<file path="config.mk">
export PLATFORM = sky130hd
export DESIGN_NAME = rggen_register_command_initiator
export DESIGN_NICKNAME = d
export VERILOG_FILES = /design/src/rtl/rggen_register_command_initiator.sv
export SDC_FILE = /design/constraint.sdc
export NUM_CORES = 1
export LEC_CHECK = 0
export ABC_AREA = 1
export BUFFER_PORTS_ARGS = -buffer_cell sky130_fd_sc_hd__buf_4
export CORE_MARGIN = 5
export CORE_UTILIZATION = 40
export DETAILED_ROUTE_END_ITERATION = 12
export GPL_ROUTABILITY_DRIVEN = 0
export PLACE_DENSITY = 0.78
export REMOVE_ABC_BUFFERS = 1
export SYNTH_ARGS = -nofsm -noshare
export SYNTH_HDL_FRONTEND = slang
export SYNTH_SLANG_ARGS = --single-unit
</file>
<file path="constraint.sdc">
create_clock -name clk -period 1.06 [get_ports clk]
set_input_delay 0.159 -clock clk [delete_from_list [all_inputs] [get_ports clk]]
set_output_delay 0.159 -clock clk [all_outputs]
set_load 0.03 [all_outputs]
</file>
<file path="src/rtl/rggen_register_command_initiator.sv">
// Host-side initiator: takes one host request, drives a register-block
// command until the addressed register completes, then returns data/status.
//
// Ports:
//   clk, rst_n                  clock, synchronous active-low reset
//   i_req_* / o_req_ready       host request channel (valid/ready)
//   o_rsp_* / i_rsp_ready       host response channel (valid/ready)
//   o_command_valid, o_write,
//   o_address, o_write_data,
//   o_write_mask                command toward the bit-field registers
//   i_select, i_ready,
//   i_read_data                 completion from the register block
module rggen_register_command_initiator #(
    parameter int unsigned ADDRESS_WIDTH  = 16,
    parameter int unsigned BUS_WIDTH      = 32,
    parameter int unsigned TIMEOUT_CYCLES = 0
) (
    input  logic                     clk,
    input  logic                     rst_n,
    input  logic                     i_req_valid,
    output logic                     o_req_ready,
    input  logic                     i_req_write,
    input  logic [ADDRESS_WIDTH-1:0] i_req_address,
    input  logic [BUS_WIDTH-1:0]     i_req_write_data,
    input  logic [BUS_WIDTH/8-1:0]   i_req_strobe,
    output logic                     o_rsp_valid,
    input  logic                     i_rsp_ready,
    output logic [BUS_WIDTH-1:0]     o_rsp_read_data,
    output logic [1:0]               o_rsp_status,
    output logic                     o_command_valid,
    output logic                     o_write,
    output logic [ADDRESS_WIDTH-1:0] o_address,
    output logic [BUS_WIDTH-1:0]     o_write_data,
    output logic [BUS_WIDTH-1:0]     o_write_mask,
    input  logic                     i_select,
    input  logic                     i_ready,
    input  logic [BUS_WIDTH-1:0]     i_read_data
);

    // A disabled timeout still needs a legal 1-bit counter vector.
    localparam int unsigned CNT_W =
        (TIMEOUT_CYCLES > 0) ? $clog2(TIMEOUT_CYCLES + 1) : 1;
    localparam int unsigned TMO_LAST_I =
        (TIMEOUT_CYCLES > 0) ? TIMEOUT_CYCLES - 1 : 0;
    localparam logic [CNT_W-1:0] TMO_LAST = CNT_W'(TMO_LAST_I);

    localparam logic [1:0] STATUS_OK      = 2'b00;
    localparam logic [1:0] STATUS_DECODE  = 2'b10;
    localparam logic [1:0] STATUS_TIMEOUT = 2'b11;

    typedef enum logic [1:0] {
        IDLE     = 2'd0,
        COMMAND  = 2'd1,
        RESPONSE = 2'd2
    } state_e;

    state_e                   state_q, state_d;
    logic                     write_q, write_d;
    logic [ADDRESS_WIDTH-1:0] address_q, address_d;
    logic [BUS_WIDTH-1:0]     write_data_q, write_data_d;
    logic [BUS_WIDTH-1:0]     write_mask_q, write_mask_d;
    logic [BUS_WIDTH-1:0]     read_data_q, read_data_d;
    logic [1:0]               status_q, status_d;
    logic [CNT_W-1:0]         count_q, count_d;
    logic [BUS_WIDTH-1:0]     strobe_mask;

    always_comb begin
        for (int i = 0; i < int'(BUS_WIDTH); i++) begin
            strobe_mask[i] = i_req_strobe[i/8];
        end
    end

    always_comb begin
        state_d      = state_q;
        write_d      = write_q;
        address_d    = address_q;
        write_data_d = write_data_q;
        write_mask_d = write_mask_q;
        read_data_d  = read_data_q;
        status_d     = status_q;
        count_d      = count_q;
        unique case (state_q)
            IDLE: begin
                if (i_req_valid) begin
                    state_d      = COMMAND;
                    write_d      = i_req_write;
                    address_d    = i_req_address;
                    write_data_d = i_req_write_data;
                    write_mask_d = i_req_write ? strobe_mask : '0;
                    count_d      = '0;
                end
            end
            COMMAND: begin
                if (!i_select) begin
                    state_d     = RESPONSE;
                    status_d    = STATUS_DECODE;
                    read_data_d = '0;
                end else if (i_ready) begin
                    state_d     = RESPONSE;
                    status_d    = STATUS_OK;
                    read_data_d = write_q ? '0 : i_read_data;
                end else if (TIMEOUT_CYCLES != 0 && count_q == TMO_LAST) begin
                    state_d     = RESPONSE;
                    status_d    = STATUS_TIMEOUT;
                    read_data_d = '0;
                end else if (TIMEOUT_CYCLES != 0) begin
                    // Bounded by the timeout compare above, so never wraps.
                    count_d = count_q + 1'b1;
                end
            end
            RESPONSE: begin
                if (i_rsp_ready) begin
                    state_d = IDLE;
                end
            end
            default: state_d = IDLE;
        endcase
    end

    always_ff @(posedge clk) begin
        if (!rst_n) begin
            state_q      <= IDLE;
            write_q      <= 1'b0;
            address_q    <= '0;
            write_data_q <= '0;
            write_mask_q <= '0;
            read_data_q  <= '0;
            status_q     <= 2'b00;
            count_q      <= '0;
        end else begin
            state_q      <= state_d;
            write_q      <= write_d;
            address_q    <= address_d;
            write_data_q <= write_data_d;
            write_mask_q <= write_mask_d;
            read_data_q  <= read_data_d;
            status_q     <= status_d;
            count_q      <= count_d;
        end
    end

    assign o_req_ready     = (state_q == IDLE);
    assign o_rsp_valid     = (state_q == RESPONSE);
    assign o_command_valid = (state_q == COMMAND);
    assign o_write         = write_q;
    assign o_address       = address_q;
    assign o_write_data    = write_data_q;
    assign o_write_mask    = write_mask_q;
    assign o_rsp_read_data = read_data_q;
    assign o_rsp_status    = status_q;

endmodule

</file>
; Word level (Yosys, flattened, before mapping)
; Cells that the tools add are included.
[totals]
ff_bits = 117
in_bits = 91
elab_cells = 28
[classes]
eq_ne = 6
mux = 11
n_reduce_logical = 4
[ops]
columns = cell, count
row1 = two-way mux 32 bit, 4
row2 = two-way mux 2 bit, 6
row3 = one-hot mux 2 bit (3 select lines), 1
row4 = "inequality test 2 x 1 -> 1 bit, second input constant", 2
row5 = AND reduction 2 bit, 2
row6 = "inequality test 3 x 2 -> 1 bit, second input constant", 1
row7 = AND reduction 3 bit, 1
row8 = "equality test 2 x 1 -> 1 bit, second input constant", 1
row9 = "equality test 2 bit, second input constant", 1
row10 = logical NOT 2 bit, 1
row11 = "inequality test 2 bit, second input constant", 1

; Logic depth before layout (Yosys ltp)
; Gate-level depths: netlist (run 1).
[logic_depth]
depth_word = 3
depth_mapped = 7
depth_no_buf = 5

; Worst setup path after synthesis (run 1)
; OpenSTA, ideal clock, no wires.
[synth_path]
path_type = reg-to-reg
from = reg state_q[1]
to = reg address_q[10] (netlist: o_address[10])
setup_ns = 0.065
t_arrival_ns = 1.195
setup_slack_ns = -0.200
stages_incl_launch_ff = 8
period_less_slack_ns = 1.260
cell_sequence = dfxtp_1 -> nor2_4 -> nand2_4 -> inv_2 -> buf_6 -> buf_6 -> nor2_1 -> nor2_1
[synth_between]
elab_chain_len = 2
[synth_lines]
columns = element, line
row1 = start: declaration, 57  ; state_e state_q, state_d;
row2 = start signal: assignment, 131  ; state_q <= state_d;
row3 = logical NOT 2 bit, --
row4 = via o_req_ready, 21  ; output logic o_req_ready,
row5 = AND reduction 2 bit (no source line), --
row6 = end signal: assignment, 133  ; address_q <= address_d;
row7 = end: declaration, 59  ; logic [ADDRESS_WIDTH-1:0] address_q, address_d;
; The timed path passes the listed nets, and every way through them passes these cells.
; A chain may end at the register's enable or synchronous reset.

; Worst setup path in the final report (run 1)
[layout_path]
from = reg state_q[0]
to = out o_command_valid
[layout_between]
elab_chain_len = 1
[layout_lines]
columns = element, line
row1 = equality test 2 x 1 -> 1 bit, 144  ; assign o_command_valid = (state_q == COMMAND);
row2 = end: declaration, 30  ; output logic o_command_valid,
; Every way passes these cells.

==> metrics.cfg, run 1 <==
[critical_path]
path_class = reg -> out
critPathArrivalTime_ns = 1.14
startpoint_type = flip-flop
crit-reg2reg-launch = state_q[1]
reg2regPathDepth = 8
crit_fanout = 3
crit_end = o_command_valid
r2r_slack_ns = -0.23
r2r_end = o_write_data[0]
crit_path_end_kind = primary output
cp.required_ns = 0.90
setup.worst_path.start = state_q[0]

[yosys]
syn_avg_cell_area_um2 = 7.32
synth_seq_cells = 88
syn-instance-count = 506
ys_seq_area_share_pct = 47.5
netlist_area_um2 = 3710
ys_types = 16
yosys_warnings = 0

[flow_run]
drv_cap = 0

[clock_network]
cts_hold_buf = 0
clk_pin_slew_ns = 0.09
cts_buffers = 9
clk_path_buf_depth = 2
root_buffer = clkbuf_8
tritoncts = built
cts.sinks = 88
htree_levels = 3
insertion_delay_ns = 0.35

[timing]
slew_violations = 0
rsz0062_at_grt = true
fin_ws_ns = -0.236
finalHoldViolCount = 0
final.period_utilization_pct = 122
setup_viol = 123
hold_ws_ns = 0.0517
min_period_ns = 1.30
fmax_ghz = 0.772
skew_ns = 0.0178

[finish]
diodes = 0
drive_gt1_share_pct = 50.5
syn_to_final_growth_pct = 75.2
layout.nets = 796
final_cells = 820

[place]
hpwl_mm = 8.10
dp_cells = 773
port_buffers = 207

[die]
dieArea_um2 = 11300
core_area_um2 = 9150
ios = 209
start_util_pct = 40.5
num_rows = 35
die_h_um = 106
die_w_um = 106

[routing]
wirelength_mm = 14.4
vias = 4273
drt_iter0_drc = 178
vias_per_cell = 5.21
first_pass_iters = 4
wl_per_cell_um = 17.5
drc_errors = 0
final_antenna_net_count = 0

[power_and_ir_drop]
power_density_nw_per_um2 = 1420
ir_drop_mv = 0.903
leakage_nw = 3.02

[global_routing]
antenna_found_initial = 0
grt-ovfl-total = 0
grt_use_total_pct = 21.9
grt_max_degree = 49
grt_pass1_wl_mm = 20.2
grt_pass1_vias = 4027

[outcome]
violations = setup timing
status = complete, but fails checks

[hold_path]
hp-class = in -> reg

## power breakdown
group	total [mW]	internal, mW	leakage, nW	switching (mW)
clock network	2.29	1.08	0.0904	1.20
logic	3.12	1.43	2.19	1.69
registers	3.80	3.59	0.740	0.205
## per-layer routing
metal,up-vias,global-route usage [%],routed length (um)
li1,2010,-,-
met1,2024,24.8,5340
met2,213,38.7,7270
met3,26,8.44,1480
met4,0,5.27,299
met5,-,0,0
## cell usage after synthesis
cell	instances	area, um2
nor2_2	1	6.26
nand2_1	46	173
conb_1	1	3.75
a21oi_1	40	200
nand3_1	70	350
o21ai_0	48	240
clkbuf_1	20	75.1
dfxtp_1	88	1760
nand2_4	1	11.3
inv_1	11	41.3
inv_2	1	3.75
buf_4	32	240
nor2_1	129	484
buf_6	3	33.8
buf_2	14	70.1
nor2_4	1	11.3
## what timing repair did
item	CTS	global route
pin swaps	16	25
cloned	11	4
buffers inserted	11	11
endpoints found under the setup margin	122	170
gates resized for setup	115	134
## cells by family after synthesis
logic type	after synthesis	synth area share, %
other	1	0.101
AOI/OAI and AO/OA	88	11.9
buffers and inverters	81	12.5
DFF	88	47.5
and+or+nand+nor	248	28.0
## registers in the layout, indices dropped and copies added (netlist names)
register / flops
o_rsp_read_data: 32
o_rsp_status: 1
o_address: 16
state_q: 2
o_write_mask: 4
o_write: 1
o_write_data: 32
## through the flow
step | instance area (um2) | power (mW) | setup TNS [ns] | setup WS (ns) | utilization [%]
after global placement | 5210 | 6.14 | -4.29 | -0.138 | 56.9
after floorplan | 3290 | 5.06 | -105.66 | -1.31 | -
after global routing | 6490 | 9.63 | -23.25 | -0.309 | 70.9
after detailed placement | 5210 | 6.19 | -7.85 | -0.179 | 56.9
final | 6490 | 9.21 | -15.46 | -0.236 | 70.9
after CTS | 6020 | 8.90 | -16.79 | -0.240 | 65.8
## worst max-delay path, stage by stage, from the launching register on
cell     delay (ns)
dfxtp_4        0.39
inv_4          0.04
nor2_4         0.12
buf_12         0.13
buf_8          0.11
## final cells by class
type | count | area, um2
multi-input combinational | 338 | 1680
sequential | 88 | 1820
timing repair buffer | 256 | 2610
inverter | 12 | 60.1
clock buffer | 12 | 135
tap | 111 | 139
clock inverter | 3 | 43.8
fill | 643 | 2660
## worst min-delay path by stage
stage                                    start                 end  slack [ns]  cells past startpoint
after floorplan                          rst_n  o_rsp_read_data[0]        0.28                      2
after global placement    i_req_write_data[22]    o_write_data[22]        0.41                      3
after detailed placement  i_req_write_data[30]    o_write_data[30]        0.41                      3
after CTS                  i_req_write_data[0]     o_write_data[0]        0.02                      3
after global routing      i_req_write_data[11]    o_write_data[11]        0.04                      3
final                         i_req_address[4]        o_address[4]        0.05                      3
## placed cells by master (no fill, tap or decap), drive strengths merged
cell,instances
nor2,131
nand3,70
dfxtp,88
bufinv,1
clkbuf,16
clkinv,2
inv,12
a21oi,40
o21ai,48
conb,1
buf,252
nand2,48
Note: power is estimated with default switching activity, not from simulation.
==> run 2, diff against run 1 <==
--- a/config.mk
+++ b/config.mk
@@ -11,8 +11,11 @@
 export CORE_UTILIZATION = 40
 export DETAILED_ROUTE_END_ITERATION = 12
 export GPL_ROUTABILITY_DRIVEN = 0
+export HOLD_SLACK_MARGIN = 0.06
+export MAX_ROUTING_LAYER = met4
 export PLACE_DENSITY = 0.78
 export REMOVE_ABC_BUFFERS = 1
 export SYNTH_ARGS = -nofsm -noshare
 export SYNTH_HDL_FRONTEND = slang
 export SYNTH_SLANG_ARGS = --single-unit
+export TNS_END_PERCENT = 30
==> run 2 against run 1 <==
  * The flow still finishes with violations (setup timing)
  * Clock skew grew 0.0028 ns
  * Hold slack better by 0.0058 ns
  * Maximum frequency down 3.7%
  * Setup slack worse by 0.050 ns
  * Via count up 7.6%
  * First-iteration DRC count rose by 25%
  * Non-clock buffer count grew 32
  * Critical endpoint is now o_address[13]
  * Largest power group unchanged
==> metrics.cfg, run 2 (synthesized netlist as in run 1, its figures left out) <==
[critical_path]
cp_top_family = buffers and inverters
path_class = reg -> reg
crit_path_end_kind = flip-flop
crit-reg2reg-launch = state_q[0]
crit_fanout = 8  ; +5
r2r_end = o_address[13]
path_cells = nor2_4 -> buf_6 -> nand2_8 -> buf_4 -> buf_6 -> o21ai_2 -> nor2_1
r2r_slack_ns = -0.29  ; -0.06 ns
cp.required_ns = 1.31  ; +0.41 ns
crit_top_cell = buf_6
path_buf_inv = 3  ; unchanged
critPathArrivalTime_ns = 1.59  ; +0.45 ns
crit_path_top_delay_cell = dfxtp_4
max_stage_delay_ns = 0.38  ; about the same
path_depth = 7  ; +3
reg2regPathDepth = 7  ; -1
startpoint_type = flip-flop

[timing]
final.period_utilization_pct = 127  ; +4.7 points
skew_ns = 0.0206  ; +0.00280 ns
fin_ws_ns = -0.286  ; -0.0502 ns
setup_viol = 129  ; +4.9%
finalHoldViolCount = 0  ; unchanged
hold_ws_ns = 0.0574  ; +0.00580 ns
min_period_ns = 1.35  ; +0.0502 ns
slew_violations = 0  ; unchanged
rsz0062_at_grt = true
fmax_ghz = 0.743  ; -3.7%

[die]
ios = 209  ; unchanged
num_rows = 35  ; unchanged
start_util_pct = 40.5  ; unchanged
dieArea_um2 = 11300  ; unchanged
die_h_um = 106  ; unchanged
core_area_um2 = 9150  ; unchanged
die_w_um = 106  ; unchanged

[outcome]
status = complete, but fails checks
violations = setup timing

[finish]
design_area_um2 = 6780  ; +4.4%
mostFrequentLayoutCell = buf_4
fillCellCount = 586  ; -8.9%
final_cell_mix = buf_4, nor2_1, nand3_1
drive_gt1_share_pct = 48.1  ; -2.4 points
syn_to_final_growth_pct = 83.0
layout.nets = 827  ; +3.9%

[routing]
vias_per_cell = 5.39  ; +3.5%
wl_per_cell_um = 20.0  ; +14%
first_pass_iters = 6  ; +2
drc_errors = 0  ; unchanged
drt_iter0_drc = 222  ; +25%
final_antenna_net_count = 0  ; unchanged
wirelength_mm = 17.0  ; +18%
vias = 4596  ; +7.6%

[power_and_ir_drop]
power_density_nw_per_um2 = 1390  ; -2.1%
ir_drop_mv = 0.851  ; -5.7%
switchingPower_mw = 3.27  ; +5.6%
leakage_nw = 3.11  ; +3.2%
switching_share_pct = 34.8  ; +1.1 points
internal_power_mw = 6.14  ; +0.51%
power_frac_seq_pct = 40.9  ; -0.4 points
clockPowerShare_pct = 24.5  ; -0.3 points
p_comb_share_pct = 34.7  ; +0.8 points

[global_routing]
grt_use_total_pct = 24.1  ; +2.2 points
grt_pass1_wl_mm = 21.6  ; +6.6%
antenna_found_initial = 1  ; +1
grt_pass1_vias = 4360  ; +8.3%
grt_max_degree = 49  ; unchanged
grt-ovfl-total = 0  ; unchanged

[clock_network]
clk_path_buf_depth = 2  ; unchanged
cts.sinks = 88  ; unchanged
htree_levels = 3  ; unchanged
insertion_delay_ns = 0.35  ; about the same
cts_buffers = 9  ; unchanged
clk_pin_slew_ns = 0.09  ; about the same
tritoncts = built
root_buffer = clkbuf_8

[hold_path]
whs_path_depth = 3  ; unchanged
hp-class = in -> reg
hold_end = o_write_data[24]
hp-start = i_req_write_data[24]

[flow_run]
drv_cap = 0  ; unchanged

[place]
hpwl_mm = 8.10  ; unchanged
port_buffers = 207  ; unchanged
placed_area_um2 = 5210  ; unchanged

## run 2: cell types whose count changed in the layout (fill, tap and decap cells not counted), moves of 5 or more
| cell | previous run | this run |
|---|---|---|
| buf_6 | 82 | 63 |
| o21ai_0 | 11 | 2 |
| dlygate4sd3_1 | 0 | 45 |
| buf_4 | 147 | 160 |
| o21ai_4 | 0 | 8 |
| buf_16 | 6 | 1 |
| dfxtp_1 | 53 | 47 |
## run 2: worst register-to-register path: cells and delay by family (launching register included)
kind | cells | cell delay (ns)
buffers and inverters | 3 | 0.41
DFF | 1 | 0.38
and+or+nand+nor | 3 | 0.32
AOI/OAI and AO/OA | 1 | 0.15
## run 2: timing repair
item                                   4_1_cts  5_1_grt
hold buffers                                45        0
pin swaps                                    3       10
resized for setup                           85      159
setup endpoints to repair                  122      171
gates cloned                                 2        9
endpoints found under the hold margin       45        0
buffers inserted                             6        2
## run 2: layer usage
layer	wire length, um	GRT usage (%)	vias up
met5	0	-	-
met2	8260	40.1	288
met4	665	8.79	0
li1	-	-	2071
met3	1910	6.80	58
met1	6210	27.8	2179
## run 2: worst max-delay path by stage
| stage | start | endpoint |
|---|---|---|
| after floorplan | state_q[0] | o_rsp_status[1] |
| after global placement | state_q[0] | o_command_valid |
| after detailed placement | state_q[0] | o_command_valid |
| after CTS | state_q[0] | o_command_valid |
| after global routing | state_q[0] | o_address[13] |
| final | state_q[0] | o_address[13] |
## run 2: layout make-up
type / count / area, um2 / area share [%]
Antenna cell: 1 / 2.50 / 0.0369
Clock buffer: 12 / 135 / 1.99
Clock inverter: 3 / 43.8 / 0.646
Inverter: 12 / 60.1 / 0.886
Multi-Input combinational cell: 337 / 1760 / 26.0
Sequential cell: 88 / 1830 / 27.0
Tap cell: 111 / 139 / 2.05
Timing Repair Buffer: 288 / 2800 / 41.4
## run 2: per-stage QoR
stage	instances	setup slack, ns	setup TNS, ns	util, %	power (mW)
floorplan	437	-1.31	-105.66	-	5.06
global placement	773	-0.138	-4.29	56.9	6.14
detailed placement	773	-0.179	-7.85	56.9	6.19
CTS	841	-0.240	-12.05	66.5	8.71
global route	852	-0.357	-23.64	74.1	9.79
finish	852	-0.286	-16.24	74.1	9.41
## run 2: power by group through the flow
stage	registers [mW]	clock network, mW	logic (mW)
final	3.85	2.30	3.26
after global routing	3.87	2.49	3.42
after CTS	3.74	2.28	2.69
after detailed placement	3.82	0	2.37
after global placement	3.81	0	2.33
after floorplan	4.42	0	0.635
